## src/rtl/genesis_bus_pkg.sv

```systemverilog
// rtl/genesis_bus_pkg.sv - shared types and defaults for the Genesis bus arbiter
//
// Contents:
//   bus_state_t      : arbiter FSM states (IDLE, RAM, VDP, ACK)
//   target_t         : decoded access target (TGT_RAM, TGT_VDP)
//   VDP_BASE_DEFAULT : default base address of the VDP register window
//   VDP_MASK_DEFAULT : default mask selecting the VDP register window
package genesis_bus_pkg;

  typedef enum logic [1:0] {
    IDLE,
    RAM,
    VDP,
    ACK
  } bus_state_t;

  typedef enum logic {
    TGT_RAM,
    TGT_VDP
  } target_t;

  localparam logic [23:0] VDP_BASE_DEFAULT = 24'hC00000;
  localparam logic [23:0] VDP_MASK_DEFAULT = 24'hFFFFE0;

endpackage

```

## src/rtl/genesis_bus_arbiter_rr.sv

```systemverilog
// rtl/genesis_bus_arbiter_rr.sv - round-robin grant selector with rotating pointer
//
// Ports:
//   clk     in  1 : system clock
//   rst_n   in  1 : synchronous active-low reset (pointer returns to 0)
//   req     in  N : request levels
//   advance in  1 : winner accepted; pointer moves to the slot after it
//   grant   out N : combinational one-hot winner (all zero when no request)
module rr_arbiter #(
  parameter int N = 2
) (
  input  logic         clk,
  input  logic         rst_n,
  input  logic [N-1:0] req,
  input  logic         advance,
  output logic [N-1:0] grant
);

  localparam int PW = (N > 1) ? $clog2(N) : 1;

  logic [PW-1:0] ptr;
  logic [PW-1:0] win;

  // Scan from the farthest slot back to the pointer so the request closest
  // to the pointer is the last one written, i.e. it wins.
  always_comb begin
    int idx;
    grant = '0;
    win   = ptr;
    for (int off = N - 1; off >= 0; off--) begin
      idx = int'(ptr) + off;
      if (idx >= N) idx = idx - N;
      if (req[idx[PW-1:0]]) begin
        grant                = '0;
        grant[idx[PW-1:0]]   = 1'b1;
        win                  = idx[PW-1:0];
      end
    end
  end

  always_ff @(posedge clk) begin
    if (!rst_n) begin
      ptr <= '0;
    end else if (advance && |req) begin
      ptr <= (win == PW'(N - 1)) ? '0 : win + 1'b1;
    end
  end

endmodule

```

## src/rtl/genesis_bus_arbiter.sv

```systemverilog
// rtl/genesis_bus_arbiter.sv - multi-master arbiter and RAM/VDP decoder for the Genesis core
//
// Ports:
//   clk, rst_n            : clock, synchronous active-low reset
//   m_req/m_we            : per-master request level and write flag
//   m_addr/m_wdata/m_be   : packed per-master address, write data, byte enables
//   m_ack/m_berr          : one-hot access complete / bus error (held until req drops)
//   m_rdata               : read data, held until the next read capture
//   ram_en/ram_we         : one-cycle RAM strobe, write flag
//   ram_addr/wdata/be     : RAM word address, write data, byte enables
//   ram_rdata             : RAM read data, valid RAM_LAT cycles after ram_en
//   vdp_sel/vdp_rnw       : VDP select (held until dtack/timeout), read-not-write
//   vdp_a/vdp_di          : VDP register address and write data
//   vdp_do/vdp_dtack_n    : VDP read data and active-low acknowledge
module genesis_bus_arbiter
  import genesis_bus_pkg::*;
#(
  parameter int                N_MASTERS = 2,
  parameter int                ADDR_W    = 24,
  parameter int                DATA_W    = 16,
  parameter int                RAM_AW    = 15,
  parameter int                RAM_LAT   = 1,
  parameter logic [ADDR_W-1:0] VDP_BASE  = ADDR_W'(VDP_BASE_DEFAULT),
  parameter logic [ADDR_W-1:0] VDP_MASK  = ADDR_W'(VDP_MASK_DEFAULT),
  parameter int                VDP_TMO   = 255
) (
  input  logic                          clk,
  input  logic                          rst_n,
  input  logic [N_MASTERS-1:0]          m_req,
  input  logic [N_MASTERS-1:0]          m_we,
  input  logic [N_MASTERS*ADDR_W-1:0]   m_addr,
  input  logic [N_MASTERS*DATA_W-1:0]   m_wdata,
  input  logic [N_MASTERS*DATA_W/8-1:0] m_be,
  output logic [N_MASTERS-1:0]          m_ack,
  output logic [N_MASTERS-1:0]          m_berr,
  output logic [DATA_W-1:0]             m_rdata,
  output logic                          ram_en,
  output logic                          ram_we,
  output logic [RAM_AW-1:0]             ram_addr,
  output logic [DATA_W-1:0]             ram_wdata,
  output logic [DATA_W/8-1:0]           ram_be,
  input  logic [DATA_W-1:0]             ram_rdata,
  output logic                          vdp_sel,
  output logic                          vdp_rnw,
  output logic [4:0]                    vdp_a,
  output logic [DATA_W-1:0]             vdp_di,
  input  logic [DATA_W-1:0]             vdp_do,
  input  logic                          vdp_dtack_n
);

  localparam int BW = DATA_W / 8;
  localparam int IW = (N_MASTERS > 1) ? $clog2(N_MASTERS) : 1;
  localparam int TW = $clog2(VDP_TMO + 1);

  bus_state_t           state, state_d;
  logic [N_MASTERS-1:0] grant;
  logic [N_MASTERS-1:0] g_onehot;
  logic [IW-1:0]        win, g_q;
  logic                 we_q;
  logic [2:0]           lat_cnt;
  logic [TW-1:0]        tmo_cnt;

  logic                 sel_we;
  logic [ADDR_W-1:0]    sel_addr;
  logic [DATA_W-1:0]    sel_wdata;
  logic [BW-1:0]        sel_be;
  target_t              sel_tgt;

  logic start, ram_fin, vdp_ok, vdp_tmo, done, keep;

  rr_arbiter #(.N(N_MASTERS)) u_rr (
    .clk     (clk),
    .rst_n   (rst_n),
    .req     (m_req),
    .advance (start),
    .grant   (grant)
  );

  // Mux the winning master's request fields.
  always_comb begin
    sel_we    = 1'b0;
    sel_addr  = '0;
    sel_wdata = '0;
    sel_be    = '0;
    win       = '0;
    for (int i = 0; i < N_MASTERS; i++) begin
      if (grant[i]) begin
        sel_we    = m_we[i];
        sel_addr  = m_addr[i*ADDR_W +: ADDR_W];
        sel_wdata = m_wdata[i*DATA_W +: DATA_W];
        sel_be    = m_be[i*BW +: BW];
        win       = IW'(i);
      end
    end
  end

  assign sel_tgt  = ((sel_addr & VDP_MASK) == VDP_BASE) ? TGT_VDP : TGT_RAM;
  assign g_onehot = N_MASTERS'(1) << g_q;
  assign keep     = m_req[g_q];

  assign start   = (state == IDLE) && |m_req;
  assign ram_fin = (state == RAM) && (we_q || lat_cnt == 3'(RAM_LAT));
  // dtack sampled in the same cycle the counter saturates still counts as success.
  assign vdp_ok  = (state == VDP) && !vdp_dtack_n;
  assign vdp_tmo = (state == VDP) && vdp_dtack_n && (tmo_cnt == TW'(VDP_TMO));
  assign done    = ram_fin || vdp_ok || vdp_tmo;

  always_comb begin
    state_d = state;
    unique case (state)
      IDLE:     if (start) state_d = (sel_tgt == TGT_VDP) ? VDP : RAM;
      RAM, VDP: if (done)  state_d = keep ? ACK : IDLE;
      ACK:      if (!keep) state_d = IDLE;
      default:  state_d = IDLE;
    endcase
  end

  always_ff @(posedge clk) begin
    if (!rst_n) state <= IDLE;
    else        state <= state_d;
  end

  always_ff @(posedge clk) begin
    if (!rst_n) begin
      g_q       <= '0;
      we_q      <= 1'b0;
      lat_cnt   <= '0;
      tmo_cnt   <= '0;
      m_ack     <= '0;
      m_berr    <= '0;
      m_rdata   <= '0;
      ram_en    <= 1'b0;
      ram_we    <= 1'b0;
      ram_addr  <= '0;
      ram_wdata <= '0;
      ram_be    <= '0;
      vdp_sel   <= 1'b0;
      vdp_rnw   <= 1'b1;
      vdp_a     <= '0;
      vdp_di    <= '0;
    end else begin
      unique case (state)
        IDLE: begin
          if (start) begin
            g_q     <= win;
            we_q    <= sel_we;
            lat_cnt <= '0;
            tmo_cnt <= '0;
            if (sel_tgt == TGT_VDP) begin
              vdp_sel <= 1'b1;
              vdp_rnw <= ~sel_we;
              vdp_a   <= sel_addr[4:0];
              vdp_di  <= sel_wdata;
            end else begin
              ram_en    <= 1'b1;
              ram_we    <= sel_we;
              ram_addr  <= sel_addr[RAM_AW:1];
              ram_wdata <= sel_wdata;
              ram_be    <= sel_be;
            end
          end
        end
        RAM: begin
          // The strobe is a single cycle; the access then completes even if
          // the master has already withdrawn its request.
          ram_en <= 1'b0;
          ram_we <= 1'b0;
          if (ram_fin) begin
            if (!we_q) m_rdata <= ram_rdata;
            if (keep)  m_ack   <= g_onehot;
          end else begin
            lat_cnt <= lat_cnt + 3'd1;
          end
        end
        VDP: begin
          if (tmo_cnt != TW'(VDP_TMO)) tmo_cnt <= tmo_cnt + 1'b1;
          if (vdp_ok) begin
            vdp_sel <= 1'b0;
            vdp_rnw <= 1'b1;
            if (!we_q) m_rdata <= vdp_do;
            if (keep)  m_ack   <= g_onehot;
          end else if (vdp_tmo) begin
            vdp_sel <= 1'b0;
            vdp_rnw <= 1'b1;
            if (!we_q) m_rdata <= '0;
            if (keep) begin
              m_ack  <= g_onehot;
              m_berr <= g_onehot;
            end
          end
        end
        ACK: begin
          if (!keep) begin
            m_ack  <= '0;
            m_berr <= '0;
          end
        end
        default: ;
      endcase
    end
  end

endmodule

```

## config.mk

```make
export PLATFORM = sky130hd
export DESIGN_NAME = genesis_bus_arbiter
export DESIGN_NICKNAME = d
export VERILOG_FILES = /design/src/rtl/genesis_bus_pkg.sv /design/src/rtl/genesis_bus_arbiter_rr.sv /design/src/rtl/genesis_bus_arbiter.sv
export SDC_FILE = /design/constraint.sdc
export NUM_CORES = 1
export LEC_CHECK = 0
export CELL_PAD_IN_SITES_DETAIL_PLACEMENT = 1
export CELL_PAD_IN_SITES_GLOBAL_PLACEMENT = 2
export CORE_AREA = 4 4 142 144
export DETAILED_ROUTE_END_ITERATION = 7
export DIE_AREA = 0 0 146 148
export PLACE_DENSITY = 0.91
export SETUP_SLACK_MARGIN = 0.02
export SLEW_MARGIN = 5
export SYNTH_ARGS = -nofsm -noshare
export SYNTH_HDL_FRONTEND = slang
export SYNTH_SLANG_ARGS = --single-unit
```

## constraint.sdc

```tcl
create_clock -name clk -period 10.8 [get_ports clk]
set_clock_uncertainty 0.2 [all_clocks]
set_input_delay 1.62 -clock clk [delete_from_list [all_inputs] [get_ports clk]]
set_output_delay 1.62 -clock clk [all_outputs]
set_load 0.05 [all_outputs]
```

==> results.tsv, run 1 <==
stage	metric	value	unit
outcome	status	finished, final reports clean	
placement	post-detail-place hpwl	12.4	mm
timing	Slew Limit Fails	0	
pwr	Int Power	986	uW
global_routing	GRT Util Overall	15.2	%
drt	drt pass-1 iters	4	
clock_tree	post-cts sizing count	0	
floorplanning	Die Width	146	um
floorplanning	core area	18700	sq um
clock_tree	CTS tree	done	
pwr	pwr dens	257	nW/um^2
clock_tree	Max Buffers Root-to-Sink	2	
logic_synthesis	Post-Syn Instances	542	
global_routing	vias in the first global route	4840	
logic_synthesis	Post-synth ARST share	0	%
global_routing	grt ovf	0	
final_layout	layout cell share with drive strength beyond 1	4.28	%
timing	setup TNS	0	ps
worst_setup_path	WP depth	10	
flow_run	number of max-cap violations	0	
worst_setup_path	Worst path max stage delay	870	ps
floorplanning	Initial Utilization	23.8	%
floorplanning	die area	21600	sq um
clock_tree	clk_lat worst skew	340	ps
timing	Final setup viols	0	
clock_tree	H-tree Lvls	3	
pwr	clock power share	20.5	%
min_path	Hold Crit Depth	2	
placement	routability-driven placement congestion ratio	0.782	
clock_tree	cts hold-fix bufs	0	
clock_tree	post-CTS setup buffer count	0	
timing	unrepaired setup endpoints after global routing	false	
floorplanning	I/O pin total	201	
drt	drt total wl	16.5	mm
final_layout	Area Growth Syn to Fin	56.6	%
pwr	Power Total	1790	uW
timing	fmax	186	MHz
placement	# port buffers	200	
final_layout	Finished Layout Cells	958	
logic_synthesis	sequential area share after synthesis	42.3	%
worst_setup_path	critical path arrival	5410	ps
global_routing	initial antenna violation count	0	
final_layout	# nets final	850	
drt	detailed-route DRC error count	0	
final_layout	ant diodes	0	
pwr	register share of total power	27.1	%
logic_synthesis	Primary FF master, synth	dfxtp_1	
logic_synthesis	number of synthesized flops with an enable pin	0	
clock_tree	clock sink total	94	
worst_setup_path	critical path peak fanout	47	
worst_setup_path	Slowest cell on crit path	o31a_2	
drt	DR vias	4570	
pwr	LEAKAGE	0.00254	uW
drt	routed len/inst	17.2	um
global_routing	largest net degree at the start of global routing	58	
worst_setup_path	worst reg-to-reg path cell count	8	
clock_tree	CTS root buffer	clkbuf_16	
timing	min Tclk post-route	5370	ps
clock_tree	total clock buffers created by CTS	9	
logic_synthesis	Netlist cell types	49	
logic_synthesis	Ys Warns	0	
pwr	combinational power share	52.4	%
pwr	switch share	44.9	%
drt	antenna viol nets, final	0	
worst_setup_path	CP Class	in -> reg	
placement	Post-Place Cells	942	
worst_setup_path	CP startpoint kind	input port	
logic_synthesis	Cell Area, Synth	4450	sq um
pwr	Peak VDD IR	0.0895	mV
final_layout	Final Core Density	37.2	%
min_path	HP Class	reg -> reg	
floorplanning	DIE HEIGHT	148	um
worst_setup_path	worst-path cell chain	clkdlybuf4s50_1 > buf_4 > mux2_2 > ha_1 > o21ai_4 > nand2_1 > o211ai_1 > o31a_2 > nor2_1 > a211oi_1	
drt	initial drt markers	143	
worst_setup_path	WP buf/inv	2	
timing	Tcrit/Tclk final	49.7	%
timing	actual slew at the worst max-slew pin	1210	ps
timing	Rel. slew slack	18.9	%
timing	WHS	294	ps
logic_synthesis	Avg Inst Size Synth	8.21	sq um
timing	Hold Violations, Final	0	
logic_synthesis	Seq cells post-synth	94	
worst_setup_path	Top delay family on crit path	compound AO/OA/AOI/OAI gates	
clock_tree	clk slew on worst S/H paths	70	ps
floorplanning	Rows	50	
pwr	Psw	803	uW
worst_setup_path	Worst EP required	10840	ps
logic_synthesis	Mapped Nets	673	
global_routing	first-pass GRT wire length	26.2	mm
drt	vias per cell	4.77	
worst_setup_path	CP Capture Type	register	
-- cell usage in the layout, fill, tap and decap left out, types with 8 or more instances in the layout --
cell type          n
ha_1               8
inv_1             10
clkbuf_16          9
dfxtp_1           94
a21oi_1            9
nand2_1           56
a22oi_1           27
a211oi_1          30
clkdlybuf4s50_1  200
nand3_1           27
mux2i_1           26
o21ai_0            8
nor2_1            94
nor3_1            47
-- logic make-up after synthesis --
| group | synth area share, % |
|---|---|
| compound gates | 15.9 |
| xor+xnor | 1.97 |
| fa+ha+maj | 2.25 |
| buf+inv | 5.01 |
| flops | 42.3 |
| mux | 6.10 |
| simple gates | 26.4 |
-- flip-flops by register name, summed over array words and instances, names as in the netlist --
signal	flops
g_q	1
lat_cnt	3
m_ack	2
m_berr	2
m_rdata	16
ram_addr	15
ram_be	2
ram_en	1
ram_wdata	16
ram_we	1
state	2
tmo_cnt	8
u_rr.ptr	1
vdp_a	5
vdp_di	16
vdp_rnw	1
vdp_sel	1
we_q	1
-- cells in the mapped netlist (5+ instances only) --
library cell / count / share of area (%)
dfxtp_1: 94 / 42
nor2_1: 94 / 7.9
nand2_1: 56 / 4.7
nor3_1: 47 / 5.3
a211oi_1: 30 / 5.1
clkbuf_1: 30 / 2.5
a22oi_1: 27 / 4.6
nand3_1: 27 / 3.0
mux2i_1: 26 / 5.9
inv_1: 10 / 0.84
a21oi_1: 9 / 1.0
o21ai_0: 9 / 1.0
ha_1: 8 / 2.3
buf_2: 7 / 0.79
nor4_1: 6 / 0.84
xnor2_1: 5 / 0.98
xor2_1: 5 / 0.98
-- through the flow --
step	instance area (sq um)	setup WS, ps
finish	6970	5430
detailed placement	6630	5000
global route	6970	5120
global placement	6630	5110
floorplan	4450	6270
CTS	6970	5370
-- final cells by class --
class                           count  area [sq um]
Multi-Input combinational cell    397          2360
Sequential cell                    94          1880
Timing Repair Buffer              206          2050
Tap cell                          234           293
Inverter                           11          41.3
Clock inverter                      5           108
Clock buffer                       11           233
Fill cell                        2202         11700
-- worst min-delay path, stage by stage, from the launching register on --
cell and delay, ps:
dfxtp_1 330, mux2i_1 60, nor2_1 70
-- final timing paths --
kind                            startpoint          end  slack [ps]
worst min-delay path             vdp_di[3]    vdp_di[3]         290
worst max-delay path              m_req[0]  ram_addr[6]        5430
worst max register to register    u_rr.ptr  ram_addr[6]        6870
worst min register to register   vdp_di[3]    vdp_di[3]         290
-- power groups by stage --
stage               sequential, uW  combinational [uW]  clock [uW]
global placement               491                 935           0
finish                         485                 937         366
floorplan                      741                 381           0
CTS                            487                 950         378
global route                   499                1020         392
detailed placement             495                 947           0
-- metal layers --
layer	track usage, %	up-vias	routed length [um]
met5	0	-	0
met4	4.33	0	218
met3	6.71	15	1710
met2	25.2	163	7640
met1	17.8	2116	6930
li1	-	2276	-
(Power assumes the default switching activity.)
==> run 2: changes to the inputs <==
- CORE_AREA: 4 4 142 144 -> 4 4 145 147
- DIE_AREA: 0 0 146 148 -> 0 0 149 151
- PLACE_DENSITY: 0.91 -> 0.88
- clock period: 10.8 -> 5.3 ns (I/O delays scaled with it)
==> run 2 against run 1 <==
Compared with the run above: first-iteration DRC count down 4.2%; final area grew 0.86%; combinational power up 100%; highest routed layer unchanged; critical path type unchanged; critical path depth did not move; final cell count up 4.2%; critical endpoint unchanged.
==> results.tsv, run 2 (synthesized netlist as in run 1, its figures left out) <==
stage	metric	value	unit
outcome	status	finished, final reports clean	
final_layout	Design Area, Final	7030	sq um
clock_tree	clock sink total	94	
clock_tree	H-tree Lvls	3	
timing	setup TNS	0	ps
floorplanning	I/O pin total	201	
drt	max layer used	met4	
placement	routability-driven placement congestion ratio	0.771	
timing	fmax	248	MHz
floorplanning	core area	19900	sq um
clock_tree	clk_lat worst skew	350	ps
pwr	pwr dens	516	nW/um^2
worst_setup_path	Worst EP required	5360	ps
final_layout	Finished Layout Cells	998	
pwr	Peak VDD IR	0.175	mV
drt	DR WL met2	7.75	mm
drt	wire length on met1	7.22	mm
timing	Slew Limit Fails	0	
pwr	LEAKAGE	0.00254	uW
global_routing	first-pass GRT wire length	25.9	mm
global_routing	GRT Util Overall	14.7	%
clock_tree	total clock buffers created by CTS	9	
flow_run	number of max-cap violations	0	
clock_tree	cts hold-fix bufs	0	
min_path	HP Class	reg -> reg	
final_layout	commonest non-fill, non-tap cell in the layout	clkdlybuf4s50_1	
drt	drt pass-1 iters	6	
placement	Post-Place Cells	982	
timing	min Tclk post-route	4040	ps
drt	DR vias	4618	
drt	drt total wl	16.7	mm
timing	Hold Violations, Final	0	
drt	routed len/inst	16.8	um
final_layout	Final Core Density	35.3	%
global_routing	vias in the first global route	4736	
placement	DP Area	6700	sq um
placement	dpl ws	874	ps
global_routing	initial antenna violation count	0	
drt	antenna viol nets, final	0	
floorplanning	Initial Utilization	22.3	%
placement	post-detail-place hpwl	12.8	mm
clock_tree	post-CTS setup buffer count	0	
final_layout	layout cell share with drive strength beyond 1	4.95	%
global_routing	largest net degree at the start of global routing	44	
global_routing	grt ovf	0	
clock_tree	CTS root buffer	clkbuf_16	
worst_setup_path	critical path arrival	4090	ps
timing	actual slew at the worst max-slew pin	1200	ps
drt	initial drt markers	137	
placement	# port buffers	200	
worst_setup_path	CP Class	in -> reg	
timing	Final setup viols	0	
final_layout	ant diodes	0	
final_layout	Regs by FF count	m_rdata (16), ram_wdata (16), vdp_di (16)	
floorplanning	DIE HEIGHT	151	um
floorplanning	Rows	52	
clock_tree	Max Buffers Root-to-Sink	2	
clock_tree	clk slew on worst S/H paths	60	ps
worst_setup_path	CP startpoint kind	input port	
clock_tree	post-cts sizing count	0	
timing	Tcrit/Tclk final	76.2	%
floorplanning	Die Width	149	um
timing	fin worst setup slack	1260	ps
final_layout	commonest cells after routing, fill and taps aside	clkdlybuf4s50_1 (200), nor2_1 (94), dfxtp_1 (94)	
drt	detailed-route DRC error count	0	
final_layout	# nets final	854	
final_layout	Area Growth Syn to Fin	57.9	%
clock_tree	CTS tree	done	
floorplanning	die area	22500	sq um
worst_setup_path	CP Capture Type	register	
timing	Rel. slew slack	19.7	%
drt	metal3 WL	1.53	mm
drt	vias per cell	4.63	
worst_setup_path	critical path peak fanout	24	
timing	unrepaired setup endpoints after global routing	false	
## run 2: changes by cell type in the layout (fill, tap and decap cells not counted)
cell        delta
bufinv_16      -1
clkbuf_8       +1
clkinvlp_4     +3
buf_4          +4
clkinv_4       -2
clkbuf_1       -1
## run 2: final timing paths
path	slack, ps	from	endpoint	cells past startpoint
setup / recovery	1260	m_req[1]	ram_addr[6]	10
hold / removal	290	m_ack[1]	m_ack[1]	2
setup reg to reg	1830	u_rr.ptr	ram_addr[6]	9
hold reg to reg	290	m_ack[1]	m_ack[1]	2
## run 2: power breakdown
part / total (uW) / internal, uW / switching, uW
Clock: 715 / 427 / 288
Combinational: 1920 / 670 / 1250
Sequential: 991 / 885 / 106
Total: 3630 / 1980 / 1650
## run 2: area by class of cell
type	instances	area, sq um
Tap cell	270	338
Timing Repair Buffer	210	2080
Inverter	11	41.3
Fill cell	2375	12900
Sequential cell	94	1880
Clock inverter	5	82.6
Clock buffer	11	243
Multi-Input combinational cell	397	2360
## run 2: layer usage
| metal | GRT usage [%] | vias to the layer above |
|---|---|---|
| li1 | - | 2284 |
| met1 | 17.5 | 2164 |
| met2 | 24.6 | 156 |
| met3 | 6.31 | 14 |
| met4 | 3.66 | 0 |
| met5 | 0 | - |
## run 2: worst max-delay path, cell delays in order
cell and delay (ps):
clkdlybuf4s50_1 590, mux2_2 350, ha_1 240, o21ai_4 250, nand2_1 140, o211ai_1 550
o31a_2 590, buf_4 300, nor2_1 60, a211oi_1 210
## run 2: metrics by stage
step	hold WS, ps	total power, uW
3_3_place_gp	272	2930
6_report	294	3630
4_1_cts	301	3690
2_1_floorplan	280	2280
5_1_grt	321	3880
3_5_place_dp	283	2950
==> run 3: changes to the inputs <==
- clock period: 5.3 -> 4.1 ns (I/O delays scaled with it)
==> run 3 against run 2 <==
Compared with the run above: sequential share of layout area about the same; register-to-register slack worse by 990 ps; via count down 0.13%; flip-flop and latch count unchanged; largest power group unchanged; count of clock-buffer cells in the layout up 2; non-clock buffer count up 6; critical path depth unchanged; worst setup slack worse by 520 ps.
==> results.tsv, run 3 (synthesized netlist as in run 1, its figures left out) <==
stage	metric	value	unit
outcome	status	finished, final reports clean	
global_routing	grt ovf	0	
final_layout	ant diodes	0	
final_layout	# nets final	860	
global_routing	GRT Util Overall	14.9	%
placement	post-detail-place hpwl	12.9	mm
clock_tree	clock sink total	94	
floorplanning	core area	19900	sq um
drt	drt total wl	17.0	mm
pwr	pwr dens	652	nW/um^2
timing	Hold Violations, Final	0	
clock_tree	CTS root buffer	clkbuf_16	
final_layout	layout cell share with drive strength beyond 1	5.59	%
timing	Tcrit/Tclk final	81.9	%
worst_setup_path	internal reg-to-reg setup slack	840	ps
worst_setup_path	Critical Path Sink	vdp_di[0]	
clock_tree	Max Buffers Root-to-Sink	2	
timing	Slew Limit Fails	0	
floorplanning	I/O pin total	201	
pwr	register share of total power	28.0	%
placement	routability-driven placement congestion ratio	0.759	
timing	fmax	298	MHz
pwr	Peak VDD IR	0.208	mV
floorplanning	Rows	52	
worst_setup_path	CP Class	in -> reg	
min_path	HP Class	reg -> reg	
drt	initial drt markers	190	
timing	Final setup viols	0	
global_routing	initial antenna violation count	0	
worst_setup_path	critical path peak fanout	21	
global_routing	largest net degree at the start of global routing	39	
placement	dpl ws	350	ps
drt	DR vias	4612	
floorplanning	die area	22500	sq um
placement	# port buffers	200	
final_layout	commonest cells after routing, fill and taps aside	clkdlybuf4s50_1 (200), nor2_1 (94), dfxtp_1 (94)	
worst_setup_path	CP startpoint kind	input port	
final_layout	commonest non-fill, non-tap cell in the layout	clkdlybuf4s50_1	
drt	drt pass-1 iters	4	
drt	antenna viol nets, final	0	
clock_tree	clk_lat worst skew	340	ps
clock_tree	cts hold-fix bufs	0	
worst_setup_path	critical path arrival	3380	ps
worst_setup_path	CP Capture Type	register	
clock_tree	clk slew on worst S/H paths	70	ps
floorplanning	Initial Utilization	22.3	%
clock_tree	total clock buffers created by CTS	9	
timing	fin worst setup slack	741	ps
clock_tree	H-tree Lvls	3	
final_layout	Design Area, Final	7040	sq um
worst_setup_path	worst-path cell chain	clkdlybuf4s50_1 > mux2_2 > ha_1 > o21ai_4 > nand2b_1 > o31a_1 > nor4_4 > buf_12 > mux2i_1 > nor2_1	
final_layout	Area Growth Syn to Fin	58.2	%
floorplanning	DIE HEIGHT	151	um
drt	vias per cell	4.59	
clock_tree	post-cts sizing count	0	
worst_setup_path	Slowest cell on crit path	nor4_4	
drt	detailed-route DRC error count	0	
pwr	Int Power	2460	uW
flow_run	number of max-cap violations	0	
worst_setup_path	CP Launch Point	m_req[0]	
timing	Rel. slew slack	54.4	%
pwr	Psw	2120	uW
worst_setup_path	worst reg2reg startpoint	u_rr.ptr	
pwr	switch share	46.3	%
floorplanning	Die Width	149	um
worst_setup_path	Worst path max stage delay	470	ps
timing	min Tclk post-route	3360	ps
pwr	clock power share	17.6	%
final_layout	Regs by FF count	m_rdata (16), ram_wdata (16), vdp_di (16)	
worst_setup_path	WP depth	10	
worst_setup_path	RR Endpoint	vdp_di[0]	
placement	DP Area	6760	sq um
clock_tree	CTS tree	done	
worst_setup_path	Worst EP required	4130	ps
pwr	LEAKAGE	0.00256	uW
global_routing	vias in the first global route	4798	
worst_setup_path	Top delay family on crit path	buffers and inverters	
timing	setup TNS	0	ps
worst_setup_path	worst reg-to-reg path cell count	9	
drt	routed len/inst	16.9	um
timing	unrepaired setup endpoints after global routing	false	
global_routing	first-pass GRT wire length	26.1	mm
worst_setup_path	WP buf/inv	2	
timing	actual slew at the worst max-slew pin	678	ps
clock_tree	post-CTS setup buffer count	0	
pwr	combinational power share	54.4	%
==> run 3: cell count changes in the layout (fill, tap and decap cells not counted) <==
cell        before  now
clkinv_4         0    1
bufinv_16        2    0
buf_4           10   15
clkbuf_8         1    2
clkinvlp_4       3    0
buf_12           0    1
clkinv_2         0    2
clkbuf_1         1    2
==> run 3: worst min-delay path by stage <==
stage | cells past startpoint | endpoint | startpoint
global route | 2 | m_berr[0] | m_berr[0]
finish | 2 | m_rdata[13] | m_rdata[13]
CTS | 2 | m_rdata[13] | m_rdata[13]
floorplan | 2 | tmo_cnt[4] | tmo_cnt[4]
global placement | 2 | vdp_di[13] | vdp_di[13]
detailed placement | 2 | vdp_di[4] | vdp_di[4]
==> run 3: tightest hold or removal path, stage by stage (launching register included) <==
cell	delay [ps]
dfxtp_1	310
nor2_1	100
a211oi_1	50
==> run 3: stage by stage <==
stage / util, % / hold WS, ps / total power (uW) / cells
detailed placement: 33.9 / 286 / 3830 / 988
floorplan: - / 280 / 2950 / 542
global placement: 33.9 / 274 / 3790 / 988
CTS: 35.3 / 301 / 4660 / 1004
global route: 35.3 / 310 / 4910 / 1004
finish: 35.3 / 297 / 4590 / 1004
==> run 3: cell type report <==
class / count / area (sq um)
fillers: 2383 / 12900
multi-input cells: 397 / 2360
repair buffers: 216 / 2130
flip-flops and latches: 94 / 1880
well taps: 270 / 338
clock buffers: 13 / 260
inverters: 11 / 41.3
clock inverters: 3 / 18.8
==> run 3: power by group through the flow <==
stage               Sequential [uW]  Clock (uW)  Combinational [uW]
global placement               1300           0                2490
CTS                            1290         839                2530
global route                   1320         879                2720
detailed placement             1310           0                2530
floorplan                      1950           0                1000
finish                         1280         808                2500
==> run 3: metal layers <==
| layer | global-route usage, % | wire length (um) | vias up |
|---|---|---|---|
| met2 | 24.6 | 7800 | 155 |
| li1 | - | - | 2298 |
| met3 | 5.86 | 1570 | 16 |
| met4 | 5.08 | 313 | 0 |
| met5 | 0 | 0 | - |
| met1 | 17.6 | 7270 | 2143 |
